**src/rtl/nand_cmd_dispatch_pkg.sv**
```systemverilog
// Shared NAND definitions: sequencer opcodes, host request encodings and
// the dispatcher state encoding.
package nand_cmd_dispatch_pkg;

  localparam logic [7:0] CMD_NONE        = 8'h00;
  localparam logic [7:0] CMD_READ_ID     = 8'h90;
  localparam logic [7:0] CMD_RESET       = 8'hFF;
  localparam logic [7:0] CMD_READ_STATUS = 8'h70;

  typedef enum logic [1:0] {
    OP_READ_ID     = 2'b00,
    OP_RESET       = 2'b01,
    OP_READ_STATUS = 2'b10,
    OP_RSVD        = 2'b11
  } req_op_e;

  typedef enum logic [2:0] {
    ST_IDLE,
    ST_WAIT_RB,
    ST_BUSY,
    ST_RB_POST,
    ST_GAP,
    ST_RESP
  } disp_state_e;

  function automatic logic [7:0] op_to_cmd(input req_op_e op);
    case (op)
      OP_READ_ID:     op_to_cmd = CMD_READ_ID;
      OP_RESET:       op_to_cmd = CMD_RESET;
      OP_READ_STATUS: op_to_cmd = CMD_READ_STATUS;
      default:        op_to_cmd = CMD_NONE;
    endcase
  endfunction

endpackage

```
**src/rtl/nand_cmd_dispatch_if.sv**
```systemverilog
// Host request/response and sequencer/flash signals of the command dispatcher.
// slave = dispatcher side, master = host plus sequencer side.
interface nand_cmd_dispatch_if;
  import nand_cmd_dispatch_pkg::*;

  logic        req_valid;
  req_op_e     req_op;
  logic        req_ready;
  logic        rsp_valid;
  logic        rsp_ready;
  logic        rsp_error;
  logic [31:0] rsp_data;
  logic [7:0]  seq_cmd;
  logic        seq_done;
  logic        id_byte_valid;
  logic [7:0]  id_byte;
  logic        nand_rb;

  modport slave (
    input  req_valid, req_op, rsp_ready, seq_done, id_byte_valid, id_byte, nand_rb,
    output req_ready, rsp_valid, rsp_error, rsp_data, seq_cmd
  );

  modport master (
    output req_valid, req_op, rsp_ready, seq_done, id_byte_valid, id_byte, nand_rb,
    input  req_ready, rsp_valid, rsp_error, rsp_data, seq_cmd
  );
endinterface

```
**src/rtl/nand_cmd_dispatch.sv**
```systemverilog
// NAND command front-end: waits for R/B#, issues one opcode to the sequencer,
// collects returned bytes and produces a single response word with error flag.
module nand_cmd_dispatch
  import nand_cmd_dispatch_pkg::*;
#(
  parameter int TIMEOUT_CYCLES = 4096,
  parameter int ID_BYTES       = 4,
  parameter int GAP_CYCLES     = 2
) (
  input  logic             clk,
  input  logic             reset,
  nand_cmd_dispatch_if.slave bus
);

  localparam int TW = $clog2(TIMEOUT_CYCLES);
  localparam int GW = (GAP_CYCLES > 1) ? $clog2(GAP_CYCLES) : 1;
  localparam logic [TW-1:0] TIMER_LAST = TW'(TIMEOUT_CYCLES - 1);
  localparam logic [GW-1:0] GAP_LAST   = GW'(GAP_CYCLES - 1);
  localparam logic [2:0]    ID_LIMIT   = 3'(ID_BYTES);

  disp_state_e   r_state, w_state_next;
  req_op_e       r_op, w_op_next;
  logic [TW-1:0] r_timer, w_timer_next;
  logic [GW-1:0] r_gap_cnt, w_gap_next;
  logic [7:0]    r_seq_cmd, w_cmd_next;
  logic          r_err, w_err_next;
  logic          r_out_en;
  logic [2:0]    r_byte_cnt;
  logic [31:0]   r_data;
  logic          w_clear;
  logic          w_capture;
  logic          w_timeout;
  logic          w_short;

  always_ff @(posedge clk or posedge reset) begin
    if (reset) begin
      r_state   <= ST_IDLE;
      r_op      <= OP_READ_ID;
      r_timer   <= '0;
      r_gap_cnt <= '0;
      r_seq_cmd <= CMD_NONE;
      r_err     <= 1'b0;
      r_out_en  <= 1'b0;
    end else begin
      r_state   <= w_state_next;
      r_op      <= w_op_next;
      r_timer   <= w_timer_next;
      r_gap_cnt <= w_gap_next;
      r_seq_cmd <= w_cmd_next;
      r_err     <= w_err_next;
      r_out_en  <= 1'b1;
    end
  end

  assign w_timeout = (r_timer == TIMER_LAST);

  always_comb begin
    w_state_next = r_state;
    w_op_next    = r_op;
    w_timer_next = r_timer;
    w_gap_next   = r_gap_cnt;
    w_cmd_next   = r_seq_cmd;
    w_err_next   = r_err;
    w_clear      = 1'b0;
    w_capture    = 1'b0;
    case (r_state)
      ST_IDLE: begin
        // r_out_en keeps the first cycle after reset release non-accepting
        if (r_out_en && bus.req_valid) begin
          w_op_next    = bus.req_op;
          w_timer_next = '0;
          w_clear      = 1'b1;
          w_err_next   = (bus.req_op == OP_RSVD);
          w_state_next = (bus.req_op == OP_RSVD) ? ST_RESP : ST_WAIT_RB;
        end
      end
      ST_WAIT_RB: begin
        w_timer_next = r_timer + 1'b1;
        if (w_timeout) begin
          w_err_next   = 1'b1;
          w_cmd_next   = CMD_NONE;
          w_gap_next   = '0;
          w_state_next = ST_GAP;
        end else if (bus.nand_rb) begin
          w_cmd_next   = op_to_cmd(r_op);
          w_state_next = ST_BUSY;
        end
      end
      ST_BUSY: begin
        w_timer_next = r_timer + 1'b1;
        w_capture    = 1'b1;
        // a done pulse on the timeout cycle still counts as a completed command
        if (bus.seq_done) begin
          w_cmd_next   = CMD_NONE;
          w_gap_next   = '0;
          w_state_next = (r_op == OP_RESET) ? ST_RB_POST : ST_GAP;
        end else if (w_timeout) begin
          w_err_next   = 1'b1;
          w_cmd_next   = CMD_NONE;
          w_gap_next   = '0;
          w_state_next = ST_GAP;
        end
      end
      ST_RB_POST: begin
        w_timer_next = r_timer + 1'b1;
        if (w_timeout) begin
          w_err_next   = 1'b1;
          w_gap_next   = '0;
          w_state_next = ST_GAP;
        end else if (bus.nand_rb) begin
          w_gap_next   = '0;
          w_state_next = ST_GAP;
        end
      end
      ST_GAP: begin
        if (r_gap_cnt == GAP_LAST) w_state_next = ST_RESP;
        else                       w_gap_next   = r_gap_cnt + 1'b1;
      end
      ST_RESP: begin
        if (bus.rsp_ready) w_state_next = ST_IDLE;
      end
      default: w_state_next = ST_IDLE;
    endcase
  end

  // Byte lanes fill from 0 upward; the count parks at 4 and later bytes drop.
  always_ff @(posedge clk or posedge reset) begin
    if (reset) begin
      r_byte_cnt <= '0;
      r_data     <= '0;
    end else if (w_clear) begin
      r_byte_cnt <= '0;
      r_data     <= '0;
    end else if (w_capture && bus.id_byte_valid && !r_byte_cnt[2]) begin
      r_data[{r_byte_cnt[1:0], 3'b000} +: 8] <= bus.id_byte;
      r_byte_cnt <= r_byte_cnt + 3'd1;
    end
  end

  assign w_short = ((r_op == OP_READ_ID) && (r_byte_cnt < ID_LIMIT)) ||
                   ((r_op == OP_READ_STATUS) && (r_byte_cnt == 3'd0));

  assign bus.req_ready = r_out_en && (r_state == ST_IDLE);
  assign bus.rsp_valid = (r_state == ST_RESP);
  assign bus.rsp_error = (r_state == ST_RESP) && (r_err || w_short);
  assign bus.rsp_data  = r_data;
  assign bus.seq_cmd   = r_seq_cmd;

endmodule

```
**src/flat_wrapper.sv**
```systemverilog
// flat-port wrapper written by rule: the top's interface ports become plain ports
module nand_cmd_dispatch_flat import nand_cmd_dispatch_pkg::*;
#(
  parameter int TIMEOUT_CYCLES = 4096,
  parameter int ID_BYTES       = 4,
  parameter int GAP_CYCLES     = 2
)
  (clk, reset, bus_req_valid, bus_req_op, bus_rsp_ready, bus_seq_done, bus_id_byte_valid, bus_id_byte, bus_nand_rb, bus_req_ready, bus_rsp_valid, bus_rsp_error, bus_rsp_data, bus_seq_cmd);
  nand_cmd_dispatch_if bus_i ();
  input  logic clk;
  input  logic reset;
  input wire logic [$bits(bus_i.req_valid)-1:0] bus_req_valid;
  input wire logic [$bits(bus_i.req_op)-1:0] bus_req_op;
  input wire logic [$bits(bus_i.rsp_ready)-1:0] bus_rsp_ready;
  input wire logic [$bits(bus_i.seq_done)-1:0] bus_seq_done;
  input wire logic [$bits(bus_i.id_byte_valid)-1:0] bus_id_byte_valid;
  input wire logic [$bits(bus_i.id_byte)-1:0] bus_id_byte;
  input wire logic [$bits(bus_i.nand_rb)-1:0] bus_nand_rb;
  output wire logic [$bits(bus_i.req_ready)-1:0] bus_req_ready;
  output wire logic [$bits(bus_i.rsp_valid)-1:0] bus_rsp_valid;
  output wire logic [$bits(bus_i.rsp_error)-1:0] bus_rsp_error;
  output wire logic [$bits(bus_i.rsp_data)-1:0] bus_rsp_data;
  output wire logic [$bits(bus_i.seq_cmd)-1:0] bus_seq_cmd;
  assign bus_i.req_valid = bus_req_valid;
  assign bus_i.req_op = bus_req_op;
  assign bus_i.rsp_ready = bus_rsp_ready;
  assign bus_i.seq_done = bus_seq_done;
  assign bus_i.id_byte_valid = bus_id_byte_valid;
  assign bus_i.id_byte = bus_id_byte;
  assign bus_i.nand_rb = bus_nand_rb;
  assign bus_req_ready = bus_i.req_ready;
  assign bus_rsp_valid = bus_i.rsp_valid;
  assign bus_rsp_error = bus_i.rsp_error;
  assign bus_rsp_data = bus_i.rsp_data;
  assign bus_seq_cmd = bus_i.seq_cmd;
  nand_cmd_dispatch #(.TIMEOUT_CYCLES(TIMEOUT_CYCLES), .ID_BYTES(ID_BYTES), .GAP_CYCLES(GAP_CYCLES)) u_core (.clk(clk), .reset(reset), .bus(bus_i));
endmodule
```
**config.mk**
```make
export PLATFORM = sky130hd
export DESIGN_NAME = nand_cmd_dispatch_flat
export DESIGN_NICKNAME = d
export VERILOG_FILES = /design/src/rtl/nand_cmd_dispatch_pkg.sv /design/src/rtl/nand_cmd_dispatch_if.sv /design/src/rtl/nand_cmd_dispatch.sv /design/src/flat_wrapper.sv
export SDC_FILE = /design/constraint.sdc
export NUM_CORES = 1
export LEC_CHECK = 0
export CORE_UTILIZATION = 55
export DETAILED_ROUTE_END_ITERATION = 8
export PLACE_DENSITY = 0.85
export SKIP_LAST_GASP = 1
export SLEW_MARGIN = 20
export SYNTH_ARGS = -nofsm -noshare
export SYNTH_HDL_FRONTEND = slang
export SYNTH_SLANG_ARGS = --single-unit
```
**constraint.sdc**
```tcl
create_clock -name clk -period 3.9 [get_ports clk]
set_clock_uncertainty 0.1 [all_clocks]
set_input_delay 0.78 -clock clk [delete_from_list [all_inputs] [get_ports clk]]
set_output_delay 0.78 -clock clk [all_outputs]
set_load 0.03 [all_outputs]
```
======== After elaboration in Yosys (flattened, before gate mapping) ========
Cells that the tools add are included.
storage, ports and cells
  register bits ........................... 63
  bits of input ports ..................... 17
  output and inout bits ................... 43
operators by class
  add/sub/neg operators ................... 4
  order comparisons ....................... 1
  equal/unequal tests ..................... 16
  shift-type cells ........................ 2
  mux-type cells .......................... 38
  reductions and logical operators ........ 26
operator list
  operator                                                                  count
  32-bit two-way mux                                                        2
  3-bit two-way mux                                                         13
  32-bit bitwise mux                                                        1
  8-bit two-way mux                                                         4
  8-bit by 7-bit variable shift with 32-bit output (first input constant)   1
  8-bit by 7-bit variable part select with 32-bit output                    1
  12-bit case mux with 2 select lines                                       1
  8-bit case mux with 3 select lines                                        1
  3-bit case mux with 6 select lines                                        1
  8-bit case mux with 2 select lines                                        1
  12-bit by 1-bit adder with 12-bit output (second input constant)          1
  12-bit equality test (second input constant)                              1
  12-bit two-way mux                                                        1
  1-bit two-way mux                                                         11
  3-bit by 2-bit inequality test with 1-bit output (second input constant)  3
  1-bit logical AND                                                         7
  5-bit negation with 7-bit output                                          1
  3-bit by 2-bit equality test with 1-bit output (second input constant)    2
  3-bit equality test (second input constant)                               2
  3-bit zero test                                                           2
  2-bit AND reduction                                                       3
  3-bit AND reduction                                                       2
  6-bit AND reduction                                                       1
  2-bit nonzero test                                                        3
  other kinds (17)                                                          21

======== Logic depth before layout (Yosys ltp) ========
Gate-level depths: netlist of the first run.
  depth in word-level cells ............... 6
  mapped depth ............................ 6
  depth with buffers taken out ............ 6

======== Worst setup path after synthesis of the first run ========
No wires, ideal clock.
  kind .................................... register -> output
  start ................................... register u_core.r_state[2]
  end ..................................... output bus_rsp_error
  data arrival time ....................... 1.462 ns
  required time ........................... 3.020 ns
  setup slack ............................. 1.558 ns
  cell stages (with the launch flop) ...... 5
  path through ............................ dfrtp_1 buf_2 clkbuf_1 and2_1 o21a_1
between the ends
  word-level cells in the longest chain between the ends .. 2
RTL lines
  item                    RTL line                  text
  start, declared         nand_cmd_dispatch.sv:21   disp_state_e r_state, w_state_next;
  start signal, assigned  nand_cmd_dispatch.sv:45   r_state <= w_state_next;
  3-bit equality test     n/a
  via bus_rsp_valid       flat_wrapper.sv:20        output wire logic [$bits(bus_i.rsp_valid)-1:0] bus_rsp_valid;
  1-bit logical AND       nand_cmd_dispatch.sv:145  assign bus.rsp_error = (r_state == ST_RESP) && (r_err || w_short);
  end, declared           flat_wrapper.sv:21        output wire logic [$bits(bus_i.rsp_error)-1:0] bus_rsp_error;
The timed path passes the listed nets, and every way through them passes these cells.

======== Worst setup path in the final report of the first run ========
  start ................................... register u_core.r_state[0]
  end ..................................... output bus_rsp_error
between the ends
  word-level cells in the longest chain between the ends .. 2
RTL lines
  item                 RTL line
  3-bit equality test  nand_cmd_dispatch.sv:145
  1-bit logical AND    nand_cmd_dispatch.sv:145
No other way between the ends.

==> impl_metrics.ini, run 1 <==
[routing]
drcViolationCount = 0
ant_nets = 0
wl_per_cell_um = 18.01
vias = 2311
drt-pass1-iter-count = 4
dr.first_iter.drc_count = 216
viasPerCell = 6.018
wl_mm = 6.915

[pwr]
p_switching_mw = 0.9268
p_leak_nw = 1.574
peakVddDrop_v = 0.0004679
pwr-share-clk_pct = 25.6
power_frac_seq_pct = 35.8
comb_power_share_pct = 38.6
p_int_mw = 1.452
p_per_area_nw_per_um2 = 649.9
swShare_pct = 38.96

[sta]
tightestPinTransition_ns = 1.026
rsz0062_at_grt = false
finalSetupViolations = 0
period_minus_slack_ns = 3.308
finalHoldViolations = 0
post-route-period-util_pct = 84.81
fin_tns_setup_ns = 0
slew_violations = 0
relSlewSlack_pct = 31.61
fmax_mhz = 302.3
whs_ns = 0.3895

[synthesis]
ys_seq_area_share_pct = 52.19
synthMuxAreaShare_pct = 1.106
synth_warnings = 0
synth_edf_count = 0
syn_area_per_cell_um2 = 11.18
syn_nets = 279
synthFlopType = dfrtp_1
synth_seq_cells = 59
synthCells = 253
synth_top_family_by_area = compound AO/OA/AOI/OAI gates
yosys.area_share.xor_xnor_pct = 2.786
synth_compound_area_share_pct = 20.48
synth_top_cell_area_share_pct = 52.19
synth_area_leader_cell = dfrtp_1
yosysUniqueCellTypes = 48
ys_top_cells_by_area = dfrtp_1 (52%), a22o_1 (11%), ha_1 (4.0%)
synth-simple-area-share_pct = 15.75
syn_area_um2 = 2829
async_flop_share_pct = 100.0
synth_fa_ha_area_share_pct = 3.981

[critical_path]
critPathMaxFanout = 15
worstPathArrival_ns = 2.43
cp-start-kind = flip-flop
r2r_end = u_core.bus.rsp_data[16]$_DFFE_PP0P_
r2r_setup_slack_ns = 1.41
end_kind = primary output
r2r-start = u_core.r_state[0]$_DFFE_PP0P_
crit_required_ns = 3.02
r2r_cells = 4
crit_type = reg -> out

[global_routing]
grt_use_total_pct = 28.84
grt_pass1_vias = 2295
grt_max_degree = 32
grt_overflow = 0
grt_pass1_wl_mm = 11.43
antenna_found_initial = 0

[clocking]
post_cts_buffers = 0
cts_resized = 0
cts-root-buf = clkbuf_8
cts_hold_buffers = 0
clk_pin_slew_ns = 0.07
cts_tree = built
clock_latency_ns = 0.35
clk_path_buf_depth = 2
cts_sinks = 59
cts-buffers-inserted = 9
h-tree-depth = 3

[finish]
syn_to_final_growth_pct = 29.37
fin_cells = 384
ff_latch_area_um2 = 1476
fillers = 330
final_layout_size_suffix_gt1_share_pct = 9.148
final_util_pct = 75.48
final_area_um2 = 3660
finalNetCount = 338
multi_input_area_um2 = 1251
layout_common_cells = clkdlybuf4s50_1 (59), dfrtp_1 (59), a22o_1 (35)
n_antenna_cell = 0

[floorplanning]
core_um2 = 4848
fp.dieW_um = 73.72
dieArea_um2 = 5435
io_pins = 60
rows = 25
fp.dieH_um = 73.72
initial_utilization_pct = 58.35

[placement]
dpl.hpwl_mm = 4.733
placed_cell_area_um2 = 3451
placed_cells = 368
gp_congestion = 0.9407
io_buffers = 59

[min_path]
min_from = u_core.bus.seq_cmd[4]$_DFFE_PP0P_
min_path_cells = 1
min_to = u_core.bus.seq_cmd[4]$_DFFE_PP0P_
hold_class = reg -> reg

[outcome]
status = finished clean

[job]
drv_cap = 0
-- registers in the layout, summed over array words and instances, names as in the netlist --
name,count
u_core.r_err,1
u_core.r_byte_cnt,3
u_core.bus.rsp_data,32
u_core.bus.seq_cmd,4
u_core.r_state,3
u_core.r_timer,12
u_core.r_gap_cnt,1
u_core.r_out_en,1
u_core.r_op,2
-- worst max path at each step --
| stage | startpoint | to |
|---|---|---|
| 2_1_floorplan | reset | u_core.bus.rsp_data[0]$_DFFE_PP0P_ |
| 3_3_place_gp | u_core.r_state[0]$_DFFE_PP0P_ | bus_rsp_error |
| 3_5_place_dp | bus_req_valid | u_core.bus.rsp_data[17]$_DFFE_PP0P_ |
| 4_1_cts | u_core.r_byte_cnt[0]$_DFFE_PP0P_ | bus_rsp_error |
| 5_1_grt | u_core.r_state[0]$_DFFE_PP0P_ | bus_rsp_error |
| 6_report | u_core.r_state[0]$_DFFE_PP0P_ | bus_rsp_error |
-- final cells by class --
type	count	share of cell area [%]
multi-input combinational	172	34.19
clock inverter	5	2.120
sequential	59	40.34
inverter	9	0.9231
timing repair buffer	61	16.55
clock buffer	11	3.590
tap	67	2.291
-- worst max-delay path, cell delays in order (launching register included) --
cell and delay (ns):
dfrtp_1 0.69, nor2b_1 0.38, and2_1 0.21, o21a_1 0.13
clkdlybuf4s50_1 0.66
-- layer usage --
layer / share of wire, % / vias up / track usage (%) / wire length, µm
li1: - / 1055 / - / -
met1: 43 / 1147 / 37.00 / 2939
met2: 49 / 96 / 47.20 / 3413
met3: 6.5 / 13 / 5.624 / 450
met4: 1.6 / 0 / 13.46 / 112
met5: 0 / - / 0 / 0
-- synthesized netlist by cell type, types with 3 or more instances --
cell and instances:
a21oi_1 8, a22o_1 35, a31oi_1 5, a32oi_1 3, and2_1 4, buf_2 3
buf_4 4, clkbuf_1 5, dfrtp_1 59, ha_1 9, inv_1 9, nand2_1 13
nand2b_1 3, nand3_1 7, nand4_1 3, nor2_1 16, nor2b_1 3, nor3_1 6
nor4_1 4, o21ai_0 8, o31ai_1 3, or2_2 3, xnor2_1 8
-- power by group through the flow --
| stage | logic, mW | registers [mW] | clock network, mW |
|---|---|---|---|
| 3_5_place_dp | 0.904 | 0.856 | 0 |
| 3_3_place_gp | 0.889 | 0.854 | 0 |
| 6_report | 0.918 | 0.852 | 0.609 |
| 2_1_floorplan | 0.615 | 0.876 | 0 |
| 5_1_grt | 0.997 | 0.867 | 0.633 |
| 4_1_cts | 0.915 | 0.849 | 0.607 |
-- through the flow --
stage,worst slack [ns],total power [mW]
2_1_floorplan,1.558,1.492
3_3_place_gp,1.019,1.743
3_5_place_dp,0.9375,1.761
4_1_cts,0.6285,2.371
5_1_grt,0.5010,2.496
6_report,0.5924,2.379
-- kinds of logic after synthesis --
| logic type | after synthesis |
|---|---|
| simple gates | 75 |
| fa+ha+maj | 9 |
| compound gates | 75 |
| other cells | 1 |
| flops | 59 |
| buf+inv | 22 |
| xor+xnor | 9 |
| mux | 3 |
Power figures use the tool's default switching activity.
==> run 2: changes to the inputs <==
Settings changed: CORE_UTILIZATION 55 to 46, PLACE_DENSITY 0.85 to 0.76.
Clock period 3.9 ns to 2.9 ns, I/O delays scaled along.
==> impl_metrics.ini, run 2 (synthesized netlist as in run 1, its figures left out) <==
[outcome]
status = finished clean

[min_path]
hold_class = reg -> reg
min_to = u_core.r_timer[11]$_DFFE_PP0P_
min_path_cells = 1
min_from = u_core.r_timer[11]$_DFFE_PP0P_

[routing]
wl_per_cell_um = 16.18
drt-pass1-iter-count = 4
dr.first_iter.drc_count = 149
ant_nets = 0
drcViolationCount = 0
viasPerCell = 5.749
wl_mm = 6.521
vias = 2317

[global_routing]
grt_pass1_vias = 2320
grt_pass1_wl_mm = 11.18
antenna_found_initial = 0
grt_overflow = 0
grt_max_degree = 33
grt_use_total_pct = 23.01

[pwr]
peakVddDrop_v = 0.0005866
finalPower_mw = 3.203
p_leak_nw = 1.635
p_per_area_nw_per_um2 = 851.6

[clocking]
cts-root-buf = clkbuf_8
cts-buffers-inserted = 9
clock_latency_ns = 0.34
clk_path_buf_depth = 2
cts_tree = built
cts_hold_buffers = 0
cts_sinks = 59
h-tree-depth = 3
clk_pin_slew_ns = 0.07

[finish]
fin_cells = 403
final_area_um2 = 3761
finalNetCount = 349
n_antenna_cell = 0
syn_to_final_growth_pct = 32.95
final_common_cell = dfrtp_1
layout_common_cells = dfrtp_1 (59), clkdlybuf4s50_1 (58), a22o_1 (35)
largest_reg_flops = 32
final_layout_size_suffix_gt1_share_pct = 12.80
fillers = 480

[placement]
placed_cells = 387
io_buffers = 59
dpl.hpwl_mm = 4.707
gp_congestion = 0.9189
placed_cell_area_um2 = 3556

[floorplanning]
fp.dieH_um = 80.42
core_um2 = 5921
rows = 28
initial_utilization_pct = 47.78
fp.dieW_um = 80.42
dieArea_um2 = 6467
io_pins = 60

[critical_path]
end_kind = primary output
cp_top_family = buffers and inverters
worstPathArrival_ns = 2.01
max_stage_delay_ns = 0.67
crit_required_ns = 2.22
r2r_end = u_core.bus.seq_cmd[7]$_DFFE_PP0P_
r2r-start = u_core.r_timer[0]$_DFFE_PP0P_
worst-path-stages = 3
r2r_setup_slack_ns = 0.82
critical_path.slowest_cell = clkdlybuf4s50_1
cp-start-kind = flip-flop
cp_num_buf_inv = 1
crit_type = reg -> out
critPathMaxFanout = 14
path_cells = nor3_1 > and2_1 > clkdlybuf4s50_1
r2r_cells = 5

[sta]
fmax_mhz = 371.8
whs_ns = 0.3824
relSlewSlack_pct = 59.97
finalHoldViolations = 0
post-route-period-util_pct = 92.75
finalSetupViolations = 0
fin_tns_setup_ns = 0
period_minus_slack_ns = 2.690
rsz0062_at_grt = false
slew_violations = 0
tightestPinTransition_ns = 0.5996

[job]
drv_cap = 0
-- run 2: changes by cell type in the layout (fill, tap and decap cells not counted) --
cell / change
buf_12: +1
buf_4: +10
bufinv_16: -1
clkbuf_1: -2
clkbuf_8: +1
clkdlybuf4s50_1: -1
clkinv_2: -1
clkinvlp_4: +3
dlymetal6s2s_1: +1
-- run 2: metal layers --
layer | part of all wire (%) | up-vias | track usage [%] | wire (µm)
met4 | 1.7 | 0 | 9.821 | 114
met2 | 47 | 90 | 34.58 | 3044
met1 | 45 | 1137 | 30.90 | 2947
met5 | 0 | - | 0 | 0
met3 | 6.4 | 12 | 6.591 | 415
li1 | - | 1078 | - | -
-- run 2: layout make-up --
| cell class | instances | area [µm²] | share of cell area (%) |
|---|---|---|---|
| multi-input combinational | 172 | 1251 | 33.27 |
| clock buffer | 10 | 137.6 | 3.659 |
| sequential | 59 | 1476 | 39.25 |
| clock inverter | 6 | 65.06 | 1.730 |
| inverter | 9 | 33.78 | 0.8982 |
| tap | 75 | 93.84 | 2.495 |
| timing repair buffer | 72 | 703.2 | 18.70 |
-- run 2: power by group --
part | internal, mW | total (mW) | switching [mW]
Combinational | 0.569 | 1.34 | 0.769
Clock | 0.418 | 0.759 | 0.341
Sequential | 0.964 | 1.11 | 0.142
Total | 1.95 | 3.20 | 1.25
-- run 2: worst max-delay path by stage --
| stage | start | endpoint | slack, ns |
|---|---|---|---|
| after floorplan | reset | u_core.bus.rsp_data[0]$_DFFE_PP0P_ | 0.76 |
| after CTS | u_core.r_byte_cnt[0]$_DFFE_PP0P_ | bus_rsp_error | 0.03 |
| final | u_core.r_state[1]$_DFFE_PP0P_ | bus_req_ready | 0.21 |
| after global routing | u_core.r_state[1]$_DFFE_PP0P_ | bus_req_ready | 0.13 |
| after detailed placement | u_core.r_byte_cnt[0]$_DFFE_PP0P_ | bus_rsp_error | 0.42 |
| after global placement | u_core.r_byte_cnt[0]$_DFFE_PP0P_ | bus_rsp_error | 0.44 |
-- run 2: per-stage QoR --
step | util, % | setup WS [ns]
2_1_floorplan | - | 0.7576
3_3_place_gp | 60.06 | 0.4412
3_5_place_dp | 60.06 | 0.4170
4_1_cts | 63.48 | 0.02913
5_1_grt | 63.52 | 0.1281
6_report | 63.52 | 0.2102
-- run 2: timing repair --
action / in CTS / in global routing
buffers inserted: 0 / 0
resized for setup: 0 / 1
setup endpoints to repair: 0 / 1
